## src/rtl/fetch_warp_scheduler.sv

```systemverilog
// ----------------------------------------------------------------------------
// fetch_warp_scheduler
//
// Per-cycle warp scheduler for the dual-port instruction fetch stage. Each
// cycle it picks up to two distinct eligible warps (round-robin from r_rr_ptr)
// and registers them as one-hot grants for fetch port 0 and fetch port 1.
// Per-warp IBuffer credits stop a warp from being fetched beyond its buffer
// capacity. A warp granted in the current output cycle sits out the next edge
// (cooldown) so its PC can advance.
//
// Ports:
//   clk          clock
//   rst_n        synchronous active-low reset
//   Fetch_En     global fetch enable; 0 blocks new grants (credits still update)
//   Warp_Active  [8] warp has a valid PC
//   Warp_Stall   [8] warp blocked from fetch
//   Flush_Warp   [8] warp redirect this cycle; refills credit to IBUF_DEPTH
//   Dequeue_IB   [8] one IBuffer entry of the warp consumed this cycle
//   GRT_raw_1    [8] registered one-hot grant for fetch port 0, or zero
//   GRT_raw_2    [8] registered one-hot grant for fetch port 1, or zero
//   Credit_Zero  [8] warp currently has no IBuffer credit
// ----------------------------------------------------------------------------
module fetch_warp_scheduler #(
  parameter int NUM_WARPS  = 8,
  parameter int IBUF_DEPTH = 2,
  parameter int CRED_W     = 2
) (
  input  logic                 clk,
  input  logic                 rst_n,
  input  logic                 Fetch_En,
  input  logic [NUM_WARPS-1:0] Warp_Active,
  input  logic [NUM_WARPS-1:0] Warp_Stall,
  input  logic [NUM_WARPS-1:0] Flush_Warp,
  input  logic [NUM_WARPS-1:0] Dequeue_IB,
  output logic [NUM_WARPS-1:0] GRT_raw_1,
  output logic [NUM_WARPS-1:0] GRT_raw_2,
  output logic [NUM_WARPS-1:0] Credit_Zero
);

  localparam int                PTR_W    = $clog2(NUM_WARPS);
  localparam logic [CRED_W-1:0] CRED_MAX = CRED_W'(IBUF_DEPTH);

  logic [NUM_WARPS-1:0] r_grt1;
  logic [NUM_WARPS-1:0] r_grt2;
  logic [CRED_W-1:0]    r_credit [NUM_WARPS];
  logic [PTR_W-1:0]     r_rr_ptr;

  logic [NUM_WARPS-1:0] w_elig;
  logic                 w_found1;
  logic                 w_found2;
  logic [PTR_W-1:0]     w_g1;
  logic [PTR_W-1:0]     w_g2;
  logic [NUM_WARPS-1:0] w_sel1;
  logic [NUM_WARPS-1:0] w_sel2;
  logic [NUM_WARPS-1:0] w_granted;
  logic [PTR_W-1:0]     w_rr_next;
  logic [CRED_W-1:0]    w_credit_next [NUM_WARPS];

  // Eligibility. The last term is the cooldown: a warp showing on either
  // grant output right now cannot be picked again at this edge.
  always_comb begin
    for (int w = 0; w < NUM_WARPS; w++) begin
      w_elig[w] = Warp_Active[w] & ~Warp_Stall[w] & ~Flush_Warp[w] &
                  (r_credit[w] != '0) & ~(r_grt1[w] | r_grt2[w]);
    end
  end

  // Circular scan from r_rr_ptr: the first eligible warp goes to port 0, the
  // second one met in the same scan (i.e. the scan continued from g1+1) goes
  // to port 1.
  always_comb begin
    logic [PTR_W-1:0] idx;
    // NOTE: every combinational output gets a default before any branch, so
    // no path leaves a value held and no latch is inferred.
    w_found1 = 1'b0;
    w_found2 = 1'b0;
    w_g1     = '0;
    w_g2     = '0;
    idx      = '0;
    if (Fetch_En) begin
      for (int i = 0; i < NUM_WARPS; i++) begin
        idx = r_rr_ptr + PTR_W'(i);
        if (w_elig[idx]) begin
          if (!w_found1) begin
            w_found1 = 1'b1;
            w_g1     = idx;
          end else if (!w_found2) begin
            w_found2 = 1'b1;
            w_g2     = idx;
          end
        end
      end
    end

    w_sel1 = '0;
    w_sel2 = '0;
    if (w_found1) w_sel1[w_g1] = 1'b1;
    if (w_found2) w_sel2[w_g2] = 1'b1;
    w_granted = w_sel1 | w_sel2;

    // Pointer moves just past the last warp granted; held when idle.
    if (w_found2)      w_rr_next = w_g2 + PTR_W'(1);
    else if (w_found1) w_rr_next = w_g1 + PTR_W'(1);
    else               w_rr_next = r_rr_ptr;
  end

  // Credit bookkeeping. A flush drops every in-flight entry of the warp, so
  // the credit returns to full and a same-cycle dequeue is meaningless.
  always_comb begin
    logic [CRED_W:0] sum;
    sum = '0;
    for (int w = 0; w < NUM_WARPS; w++) begin
      sum = {1'b0, r_credit[w]} + (CRED_W+1)'(Dequeue_IB[w])
            - (CRED_W+1)'(w_granted[w]);
      if (Flush_Warp[w])                w_credit_next[w] = CRED_MAX;
      else if (sum > {1'b0, CRED_MAX})  w_credit_next[w] = CRED_MAX;
      else                              w_credit_next[w] = sum[CRED_W-1:0];
    end
  end

  always_ff @(posedge clk) begin
    if (!rst_n) begin
      // NOTE: the credit array is control state, not data storage, so every
      // entry is reset; leaving it unreset would let X credits block fetch.
      r_grt1   <= '0;
      r_grt2   <= '0;
      r_rr_ptr <= '0;
      for (int w = 0; w < NUM_WARPS; w++) r_credit[w] <= CRED_MAX;
    end else begin
      // NOTE: non-blocking assignments here so every register samples the
      // pre-edge values computed above, independent of statement order.
      r_grt1   <= w_sel1;
      r_grt2   <= w_sel2;
      r_rr_ptr <= w_rr_next;
      for (int w = 0; w < NUM_WARPS; w++) r_credit[w] <= w_credit_next[w];
    end
  end

  assign GRT_raw_1 = r_grt1;
  assign GRT_raw_2 = r_grt2;

  always_comb begin
    for (int w = 0; w < NUM_WARPS; w++) Credit_Zero[w] = (r_credit[w] == '0);
  end

  // Protocol and integrity checks.
  for (genvar w = 0; w < NUM_WARPS; w++) begin : g_chk
    // Dequeue on a full warp (no flush, no grant to offset it) is an
    // upstream error; the credit saturates.
    a_credit_overflow : assert property (@(posedge clk) disable iff (!rst_n)
      !(Dequeue_IB[w] && !Flush_Warp[w] && !w_granted[w] &&
        r_credit[w] == CRED_MAX))
      else $error("credit overflow on warp %0d", w);

    a_credit_underflow : assert property (@(posedge clk) disable iff (!rst_n)
      !(w_granted[w] && r_credit[w] == '0))
      else $error("credit underflow on warp %0d", w);
  end

  a_grant_onehot : assert property (@(posedge clk)
    $onehot0(r_grt1) && $onehot0(r_grt2) && ((r_grt1 & r_grt2) == '0))
    else $error("grant vectors not one-hot/disjoint");

endmodule
```

## config.mk

```make
export PLATFORM = sky130hd
export DESIGN_NAME = fetch_warp_scheduler
export DESIGN_NICKNAME = d
export VERILOG_FILES = /design/src/rtl/fetch_warp_scheduler.sv
export SDC_FILE = /design/constraint.sdc
export NUM_CORES = 1
export LEC_CHECK = 0
export CAP_MARGIN = 20
export CORE_UTILIZATION = 50
export DETAILED_ROUTE_END_ITERATION = 16
export PLACE_DENSITY_LB_ADDON = 0.05
export SYNTH_ARGS = -nofsm -noshare
export SYNTH_HDL_FRONTEND = slang
export SYNTH_SLANG_ARGS = --single-unit
```

## constraint.sdc

```tcl
create_clock -name clk -period 5.4 [get_ports clk]
set_input_delay 1.08 -clock clk [delete_from_list [all_inputs] [get_ports clk]]
set_output_delay 1.08 -clock clk [all_outputs]
set_load 0.02 [all_outputs]
```

==> results.yml <==
routing:
  drtAntennaViolNets: 0
  wl_per_cell_um: 22.92
  drc: 0
  dr.first_iter.drc_count: 629
  via_per_inst: 6.466
  wirelength_um: 16760
  firstDrtPassIters: 6
  vias: 4727
yosys:
  avgSynthCellArea_um2: 8.344
  yosysWarningCount: 0
  synth_nets: 502
  synth.area.top_cells: "dfxtp_1 19%, ha_1 7.2%, mux4_2 5.5%"
  ys_ff_latch: 35
  netlist_area_um2: 3655
  synth_edf_count: 0
  synth_seq_area_share_pct: 19.17
  synth_ff_type: "dfxtp_1"
  async_flop_share_pct: 0
  synth_area_leader_cell: "dfxtp_1"
  synthCells: 438
  synth_cell_types: 84
  netlist.area_leader.share_pct: 19.17
clock_tree:
  max-clock-path-buffers: 2
  clk_latency_ns: 0.30
  cts_hold_buf: 0
  numCtsBuffers: 5
  htree_levels: 2
  path_clk_slew_ns: 0.08
  cts_root_buffer: "clkbuf_8"
  cts_tree: "yes"
  clock-sinks: 35
run_status:
  status: "complete, but fails checks"
  violations: "setup timing"
sta:
  rsz0062_at_grt: "yes"
  finClkSkew_ns: 0.009502
  setup_violations: 8
  worst_slew_pin_slew_ns: 0.7677
  maxSlewHeadroom_pct: 48.65
  finalMaxSlewViolations: 0
  fin_ws_ns: -0.1052
  hold_viol_final: 0
  period_share_pct: 101.9
  layout_min_cycle_time_ns: 5.505
  fmaxAchievable_mhz: 181.6
finish:
  syn_to_final_growth_pct: 62.38
  diodes: 0
  final_common_cell: "buf_4"
  layout_common_cells: "136 x buf_4, 41 x inv_1, 36 x nor2_1"
  fin_nets: 698
  instances_no_fill: 731
  drive_gt1_share_pct: 46.46
die:
  ios: 59
  die_width_um: 87.50
  dieHeight_um: 87.50
  initial_utilization_pct: 52.63
  rows: 30
  coreArea_um2: 6944
  dieArea_um2: 7655
critical_path:
  path_cells: "clkdlybuf4s15_1, and2_1, nand4b_1, buf_4, buf_4, buf_4, buf_4, a211o_1, a21oi_1, o211ai_1, a21bo_2, a311o_2, a21oi_4, o21bai_4, o22ai_2, ha_1, inv_1, ha_2, fa_1, xnor2_1, or4_4, nor2_2"
  cp_slowest_cell: "or4_4"
  start_kind: "primary input"
  arrival_ns: 5.75
  crit_path_frequent_cell: "buf_4"
  end_kind: "flip-flop"
  cp_max_fo: 4
  critPathKind: "primary input to flip-flop"
  slowest_delay_ns: 0.43
  cp.required_ns: 5.64
placement:
  dpl_worst_slack_ns: -0.7608
  place_inst: 675
  port-buffer-count: 58
  place_congestion: 0.9994
  place_hpwl_um: 10200
global_route:
  overflow: 0
  grt_pass1_vias: 4340
  gr-usage-all-layers_pct: 37.94
  grt_max_degree: 17
  grt_pass1_wl_um: 21660
  grt_antenna_before_repair: 0
flow_run:
  max_cap_viol_count: 0
hold_path:
  hold_class: "flip-flop to flip-flop"
pwr:
  power_uw: 3688
  leakage_uw: 0.002540
  power.density_nw_per_um2: 621.5
  ir_drop_mv: 0.4060
## Yosys cell counts, types with 4 or more instances
library cell,n
nor2_1,53
xnor2_1,11
a31oi_1,9
inv_1,43
mux2i_1,6
dfxtp_1,35
o211ai_1,10
o21ai_0,13
or4_1,7
ha_1,21
nor3_1,13
clkbuf_1,10
and2_1,9
mux4_2,9
nand4b_1,14
nand2_1,31
nand3_1,13
fa_1,8
and3_1,4
a21oi_1,14
o22ai_1,8
## registers in the layout, indices dropped and copies added (netlist names)
name,count
GRT_raw_1,8
r_rr_ptr,3
r_credit,16
GRT_raw_2,8
## kinds of logic (layout without fill, tap and decap cells)
family,Yosys count,in the layout,share of synthesized area [%]
fa+ha+maj,30,30,11.85
mux,20,20,9.551
buf+inv,62,259,6.915
xor+xnor,13,13,3.321
flops,35,35,19.17
compound gates,97,97,21.09
simple gates,181,181,28.11
## power by group
part	leakage (uW)	internal, uW	switching, uW
Sequential	0.000283	295	57.4
Clock	0.0000474	104	115
Combinational	0.00221	1450	1670
## critical path: cells and delay by family
family                   cells  cell delay, ns
AO/OA/AOI/OAI                8            1.83
AND/OR/NAND/NOR              4            0.94
adder cells (fa/ha/maj)      3            0.87
buffers and inverters        6            0.85
XOR/XNOR                     1            0.15
## cell type report
cell class                      count  area, um2
Clock inverter                      2      16.27
Inverter                           47      178.9
Multi-Input combinational cell    341       3184
Tap cell                           96      120.1
Clock buffer                        6      82.58
Fill cell                         374       1010
Sequential cell                    35      700.7
Timing Repair Buffer              204       1652
## path summary, 6_finish.rpt
kind | startpoint | end | slack, ns | depth (start not counted)
setup / recovery | Warp_Active[3] | r_credit[0][2] | -0.11 | 22
hold / removal | r_credit[1][7] | r_credit[1][7] | 0.64 | 2
setup reg to reg | r_rr_ptr[0] | r_credit[1][2] | -0.05 | 19
hold reg to reg | r_credit[1][7] | r_credit[1][7] | 0.64 | 2
## per-layer routing
| layer | up-vias | routed length, um | GRT usage, % |
|---|---|---|---|
| met1 | 2213 | 5970 | 45.65 |
| li1 | 2005 | - | - |
| met3 | 106 | 1681 | 7.014 |
| met5 | - | 0 | 0 |
| met2 | 403 | 8073 | 63.49 |
| met4 | 0 | 1029 | 21.31 |
## stage by stage
| step | utilization [%] | cell area, um2 | TNS (ns) | hold slack, ns |
|---|---|---|---|---|
| after floorplan | - | 3655 | 0 | 0.5623 |
| after global placement | 72.22 | 5015 | -9.744 | 0.5874 |
| after detailed placement | 72.22 | 5015 | -11.06 | 0.5982 |
| after CTS | 79.68 | 5533 | 0 | 0.6229 |
| after global routing | 85.46 | 5934 | -2.272 | 0.6512 |
| final | 85.46 | 5934 | -0.4257 | 0.6434 |
## repair_timing
item                                    4_1_cts  5_1_grt
setup buffers                                25       24
endpoints found under the setup margin       16       16
pin swaps                                    47       52
gates resized for setup                     106       86
Power figures use the tool's default switching activity.
